[src/rtl/comp_pkg.sv]
// Shared types for the serial magnitude comparator: FSM state encoding and result flags.
package comp_pkg;

  typedef enum logic [1:0] {ST_IDLE, ST_RUN, ST_DONE} comp_state_t;

  typedef struct packed {
    logic gt;
    logic lt;
    logic eq;
  } comp_res_t;

endpackage

[src/rtl/comp_digit.sv]
// Combinational unsigned compare of one DIGIT-bit slice of each operand.
module comp_digit #(
  parameter int DIGIT = 4
) (
  input  logic [DIGIT-1:0] x,
  input  logic [DIGIT-1:0] y,
  output logic             gt,
  output logic             lt
);

  assign gt = (x > y);
  assign lt = (x < y);

endmodule

[src/rtl/serial_mag_comp.sv]
// Multi-cycle MSB-first magnitude comparator with early exit and start/busy/done handshake.
// Define COMP_SIGNED_EN to compare operands as two's complement instead of unsigned.
module serial_mag_comp
  import comp_pkg::*;
#(
  parameter int WIDTH = 16,
  parameter int DIGIT = 4
) (
  input  logic             clk,
  input  logic             rst_n,
  input  logic             start,
  input  logic [WIDTH-1:0] a,
  input  logic [WIDTH-1:0] b,
  output logic             busy,
  output logic             done,
  output logic             yg,
  output logic             yl,
  output logic             ye
);

  localparam int N  = WIDTH / DIGIT;
  localparam int CW = $clog2(N + 1);

  comp_state_t      state, state_nxt;
  logic [WIDTH-1:0] sa, sb;
  logic [WIDTH-1:0] a_cap, b_cap;
  logic [CW-1:0]    cnt;
  comp_res_t        res, res_nxt;
  logic             load, shift;
  logic             dig_gt, dig_lt;

  comp_digit #(.DIGIT(DIGIT)) u_digit (
    .x  (sa[WIDTH-1 -: DIGIT]),
    .y  (sb[WIDTH-1 -: DIGIT]),
    .gt (dig_gt),
    .lt (dig_lt)
  );

  // Flipping both sign bits maps two's complement onto offset binary, so the
  // unsigned digit compare then yields signed order.
  always_comb begin
    a_cap = a;
    b_cap = b;
`ifdef COMP_SIGNED_EN
    a_cap[WIDTH-1] = ~a[WIDTH-1];
    b_cap[WIDTH-1] = ~b[WIDTH-1];
`endif
  end

  always_ff @(posedge clk) begin
    if (!rst_n) state <= ST_IDLE;
    else        state <= state_nxt;
  end

  always_comb begin
    state_nxt = state;
    load      = 1'b0;
    shift     = 1'b0;
    res_nxt   = res;
    case (state)
      ST_IDLE: begin
        if (start) begin
          load      = 1'b1;
          state_nxt = ST_RUN;
        end
      end
      ST_RUN: begin
        if (dig_gt) begin
          res_nxt   = '{gt: 1'b1, lt: 1'b0, eq: 1'b0};
          state_nxt = ST_DONE;
        end else if (dig_lt) begin
          res_nxt   = '{gt: 1'b0, lt: 1'b1, eq: 1'b0};
          state_nxt = ST_DONE;
        end else if (cnt == CW'(1)) begin
          res_nxt   = '{gt: 1'b0, lt: 1'b0, eq: 1'b1};
          state_nxt = ST_DONE;
        end else begin
          shift = 1'b1;
        end
      end
      ST_DONE: begin
        if (start) begin
          load      = 1'b1;
          state_nxt = ST_RUN;
        end else begin
          state_nxt = ST_IDLE;
        end
      end
      default: state_nxt = ST_IDLE;
    endcase
    if (load) res_nxt = '0;
  end

  always_ff @(posedge clk) begin
    if (!rst_n) begin
      sa  <= '0;
      sb  <= '0;
      cnt <= '0;
      res <= '0;
    end else begin
      res <= res_nxt;
      if (load) begin
        sa  <= a_cap;
        sb  <= b_cap;
        cnt <= CW'(N);
      end else if (shift) begin
        sa  <= sa << DIGIT;
        sb  <= sb << DIGIT;
        cnt <= cnt - CW'(1);
      end
    end
  end

  assign busy = (state == ST_RUN);
  assign done = (state == ST_DONE);
  assign yg   = res.gt;
  assign yl   = res.lt;
  assign ye   = res.eq;

endmodule

[config.mk]
export PLATFORM = sky130hd
export DESIGN_NAME = serial_mag_comp
export DESIGN_NICKNAME = d
export VERILOG_FILES = /design/src/rtl/comp_pkg.sv /design/src/rtl/comp_digit.sv /design/src/rtl/serial_mag_comp.sv
export SDC_FILE = /design/constraint.sdc
export NUM_CORES = 1
export LEC_CHECK = 0
export CAP_MARGIN = 15
export CORE_MARGIN = 2
export CORE_UTILIZATION = 30
export CTS_CLUSTER_SIZE = 24
export DETAILED_ROUTE_END_ITERATION = 7
export GPL_TIMING_DRIVEN = 0
export PLACE_DENSITY_LB_ADDON = 0.1
export SLEW_MARGIN = 40
export SYNTH_ARGS = -nofsm -noshare
export SYNTH_HDL_FRONTEND = slang
export SYNTH_SLANG_ARGS = --single-unit
[constraint.sdc]
create_clock -name clk -period 2 [get_ports clk]
set_input_delay 0.2 -clock clk [delete_from_list [all_inputs] [get_ports clk]]
set_output_delay 0.2 -clock clk [all_outputs]
set_load 0.1 [all_outputs]
# --- Word-level counts from Yosys, hierarchy flattened ---
# Cells that the tools add are included.
word_totals:
  ff_bits: 40
  latch_bits: 0
  ram_bits: 0
  romBits: 0
  memories: 0
classes:
  addsub: 1
  mul: 0
  div: 0
  n_lt_le_gt_ge: 2
  eq_ne: 5
  shifts: 0
  mux: 21
  bitwise: 1
  reduce_logical: 7
ops:
  columns: ["operator", "n"]
  rows:
  - ["$mux 16", 4]
  - ["$mux 3", 5]
  - ["$mux 2", 4]
  - ["$mux 1", 7]
  - ["$pmux 2 s3", 1]
  - ["$gt 4x4->1", 1]
  - ["$lt 4x4->1", 1]
  - ["$ne 4x1->1 const B", 1]
  - ["$reduce_and 2->1", 2]
  - ["$reduce_or 2->1", 2]
  - ["$eq 3x1->1 const B", 1]
  - ["$reduce_bool 3->1", 1]
  - ["$sub 3x1->3 const B", 1]
  - ["$eq 2x1->1 const B", 1]
  - ["$eq 2x2->1 const B", 1]
  - ["$logic_not 2->1", 1]
  - ["$ne 2x2->1 const B", 1]
  - ["$reduce_bool 2->1", 1]
  - ["$not 1->1", 1]

# --- Longest topological paths before layout ---
depth:
  ltp_word: 7
  ltp_mapped: 7
  mapped_depth_nobuf: 6

# --- Modules after synthesis ---
# Synthesis repeated with hierarchy kept, for this count alone.
unflattened:
  cells_unflattened: 227
  area_unflattened_um2: 1896.8
by_module_without_submodules:
  columns: ["mod", "n_inst", "cells_each", "area_per_inst_um2"]
  rows:
  - ["serial_mag_comp", 1, 212, 1783.0]
  - ["comp_digit", 1, 15, 113.9]

# --- Worst setup path before layout ---
# OpenSTA, ideal clock, no wires.
synth_path:
  kind: "register to register"
  from: "register state[1]"
  to: "register sa[15]"
  setup_time_ns: 0.074
  arrival_time_ns: 2.038
  setup_slack_ns: -0.112
  stages_incl_launch_ff: 7
  synth_period_minus_slack_ns: 2.112
  path_cell_list: "dfxtp_1 -> nand2b_1 -> buf_2 -> inv_1 -> clkbuf_1 -> nand3_1 -> a31oi_1"
synth_between:
  word_cells_on_any_way: 8
synth_rtl:
  columns: ["element", "line", "source"]
  rows:
  - ["start: declaration", "serial_mag_comp.sv:24", "comp_state_t state, state_nxt;"]
  - ["start signal: assignment", "serial_mag_comp.sv:52", "else state <= state_nxt;"]
  - ["$eq 2x1->1", null, null]
  - ["via busy", "serial_mag_comp.sv:14", "output logic busy,"]
  - ["$mux 1", "serial_mag_comp.sv:60", "case (state)"]
  - ["$reduce_bool 2->1 (no line)", null, null]
  - ["end signal: assignment", "serial_mag_comp.sv:103", "sa <= a_cap;"]
  - ["end signal: assignment", "serial_mag_comp.sv:107", "sa <= sa << DIGIT;"]
  - ["end: declaration", "serial_mag_comp.sv:25", "logic [WIDTH-1:0] sa, sb;"]
# The timed path passes the listed nets, and every way through them passes these cells.
# A chain may end at the register's enable or synchronous reset.

# --- Final worst setup path ---
layout_path:
  from: "register state[1]"
  to: "output port busy"
layout_between:
  elab_chain_cells: 1
layout_rtl:
  columns: ["element", "line", "source"]
  rows:
  - ["$eq 2x1->1", "serial_mag_comp.sv:114", "assign busy = (state == ST_RUN);"]
  - ["end: declaration", "serial_mag_comp.sv:14", null]
# No other way between the ends.

==> results.cfg <==
[cts]
cts.sinks = 40
cts_tree = yes
cts_max_level = 2
clk_latency_ns = 0.29
cts_hold_repair.buffers = 0
cts_buffer_depth = 2
path_clk_slew_ns = 0.08
cts_root_buf = clkbuf_8
cts_made_buffers = 5

[setup_path]
cp_top_family = buffers and inverters
crit_path_top_delay_cell = buf_4
worst_setup_path_end_kind = primary output
cpPeakStageDelay_ns = 0.34
crit_chain = nand2b_1, buf_2, inv_1, clkbuf_2, buf_4
critPathMaxFanout = 10
cp.arrival_ns = 1.72
critical_path_required_ns = 1.80
worstPathBufferInverterCount = 4
crit_type = register to primary output
critPathLaunchType = register

[sta]
max_freq_ghz = 0.522
fin_crit_ns = 1.92
period_share = 0.958
setup_viol = 0
slew_violations = 0
fin_setup_tns_ns = 0
hold_violations = 0
fin_worst_skew_ns = 0.00500
tightest_slew_ns = 0.494
max_slew_margin = 0.670

[yosys]
synth-seq-cells = 40
ys_warn_count = 0
async_reset_ff_frac = 0
synth_area_um2 = 1910
yosysTopAreaCell = dfxtp_1
synth_seq_area_share = 0.419
syn_nets = 274
yosysUniqueCellTypes = 29
synth_top_area_share = 0.419
postSynthAreaPerCell_um2 = 8.19
ys.flop_type = dfxtp_1
synth_edf_count = 0
synthCells = 233
synthTopCellsByArea = dfxtp_1, o21ai_0, a31oi_1, nand3_1, ha_1

[floorplanning]
dieArea_um2 = 7020
dieHeight_um = 83.8
coreArea_um2 = 6240
boundaryPins = 40
die_w_um = 83.8
start_util = 0.306
num_rows = 29

[finish]
fin_cells = 359
drive_gt1_frac = 0.0957
final_area_um2 = 2500
areaGrowthSynthToFinish_pct = 30.9
nNetsFinal = 323
antenna_cells = 0
fillCellCount = 680
final_core_util = 0.400

[global_route]
grt_pass1_wl_mm = 9.11
grt_antenna_before_repair = 0
grt_overflow = 0
grt_pass1_vias = 1809
grtUsageTotal = 0.162
grt_max_degree = 12

[routing]
post_drt_wl_per_cell_um = 15.5
drtPass1Iterations = 4
final_antenna_net_count = 0
drc = 0
vias = 1899
drtIter0Drc = 132
viasPerCell = 5.29
routed_wl_mm = 5.55

[min_path]
hold_class = input port to register

[power]
cellLeakagePower_nw = 0.846
ir_drop_v = 0.000394
power.density_nw_per_um2 = 770

[status]
status = finished clean

[placed_design]
placed_area_um2 = 2360
dp_hpwl_mm = 3.97
port_buffers = 38
dp.cells = 348
globalplace.congestion = 0.730

[run]
max_cap_violations = 0
synth_stat cells (4+ instances only):
library cell	number
inv_1	7
nand3_1	25
a21boi_0	8
a21oi_1	6
o211ai_1	8
a31oi_1	24
nor2b_1	4
ha_1	6
dfxtp_1	40
nand2_1	10
o21ai_0	49
clkbuf_1	18
layer usage:
layer	vias to the layer above	GRT usage	part of all wire
met5	-	0	0
met4	0	0.0396	0.0052
met3	2	0.0307	0.036
met2	33	0.252	0.46
met1	902	0.231	0.50
li1	962	-	-
path summary, 6_finish.rpt:
kind	start	end	slack [ns]	depth (start not counted)
worst max-delay path	state[1]$_SDFFE_PN0P_	busy	0.08	5
worst max register to register	sb[15]$_SDFFE_PN0P_	sa[15]$_SDFFE_PN0P_	0.12	9
worst min-delay path	rst_n	sa[7]$_SDFFE_PN0P_	0.33	3
worst min register to register	yg$_SDFFE_PP0P_	yg$_SDFFE_PP0P_	0.47	2
registers in the layout, summed over array words and instances, names as in the netlist:
| register | cells |
|---|---|
| state | 2 |
| ye | 1 |
| yl | 1 |
| yg | 1 |
| cnt | 3 |
| sa | 16 |
| sb | 16 |
power breakdown:
part,internal (mW),total (mW),switching (mW),leakage [nW]
clock network,0.238,0.521,0.283,0.0410
registers,0.857,0.892,0.0345,0.330
logic,0.210,0.511,0.302,0.475
placed cells by master, fill, tap and decap left out, types with 2 or more instances in the layout:
cell,synthesis,final
buf_6,2,3
clkbuf_1,18,16
inv_1,7,7
buf_2,3,7
o211ai_1,8,8
nor2b_1,4,4
nor2_1,3,3
nand2_1,10,10
o21ai_1,3,7
dfxtp_1,40,40
nand4_1,2,2
a31oi_1,24,24
nand2b_1,3,3
a211oi_1,2,2
o21ai_0,49,45
clkbuf_2,0,3
buf_4,0,4
ha_1,6,5
a21oi_1,6,6
a21boi_0,8,8
clkdlybuf4s50_1,0,33
nand3_1,25,25
clkbuf_8,0,5
kinds of logic (layout without fill, tap and decap cells):
group,count (synthesis),after routing,share of synthesized area
AO/OA/AOI/OAI,107,107,0.341
adder cells (fa/ha/maj),6,6,0.0393
buffers and inverters,30,79,0.0688
flip-flops,40,40,0.419
AND/OR/NAND/NOR,50,50,0.132
through the flow:
step | hold WS, ns | total power, mW | setup WS [ns]
after CTS | 0.347 | 1.90 | 0.0339
after floorplan | 0.345 | 1.21 | 0.148
after detailed placement | 0.460 | 1.38 | -0.109
after global placement | 0.457 | 1.38 | -0.435
after global routing | 0.367 | 2.02 | -0.0181
final | 0.329 | 1.92 | 0.0843
worst min-delay path: stages:
cell and delay, ns:
clkbuf_1 0.20, o21ai_0 0.13, a31oi_1 0.04
what timing repair did:
action | CTS | global route
setup buffers | 0 | 4
pin swaps | 2 | 3
resized for setup | 3 | 8
endpoints found under the setup margin | 22 | 30
layout make-up:
class	instances	area, µm²	area share
multi-input combinational	163	997	0.399
sequential	40	801	0.320
timing repair buffer	42	392	0.157
buffer	23	109	0.0436
tap	77	96.3	0.0386
clock buffer	6	72.6	0.0290
inverter	7	26.3	0.0105
clock inverter	1	5.00	0.00200
Power figures use the tool's default switching activity.
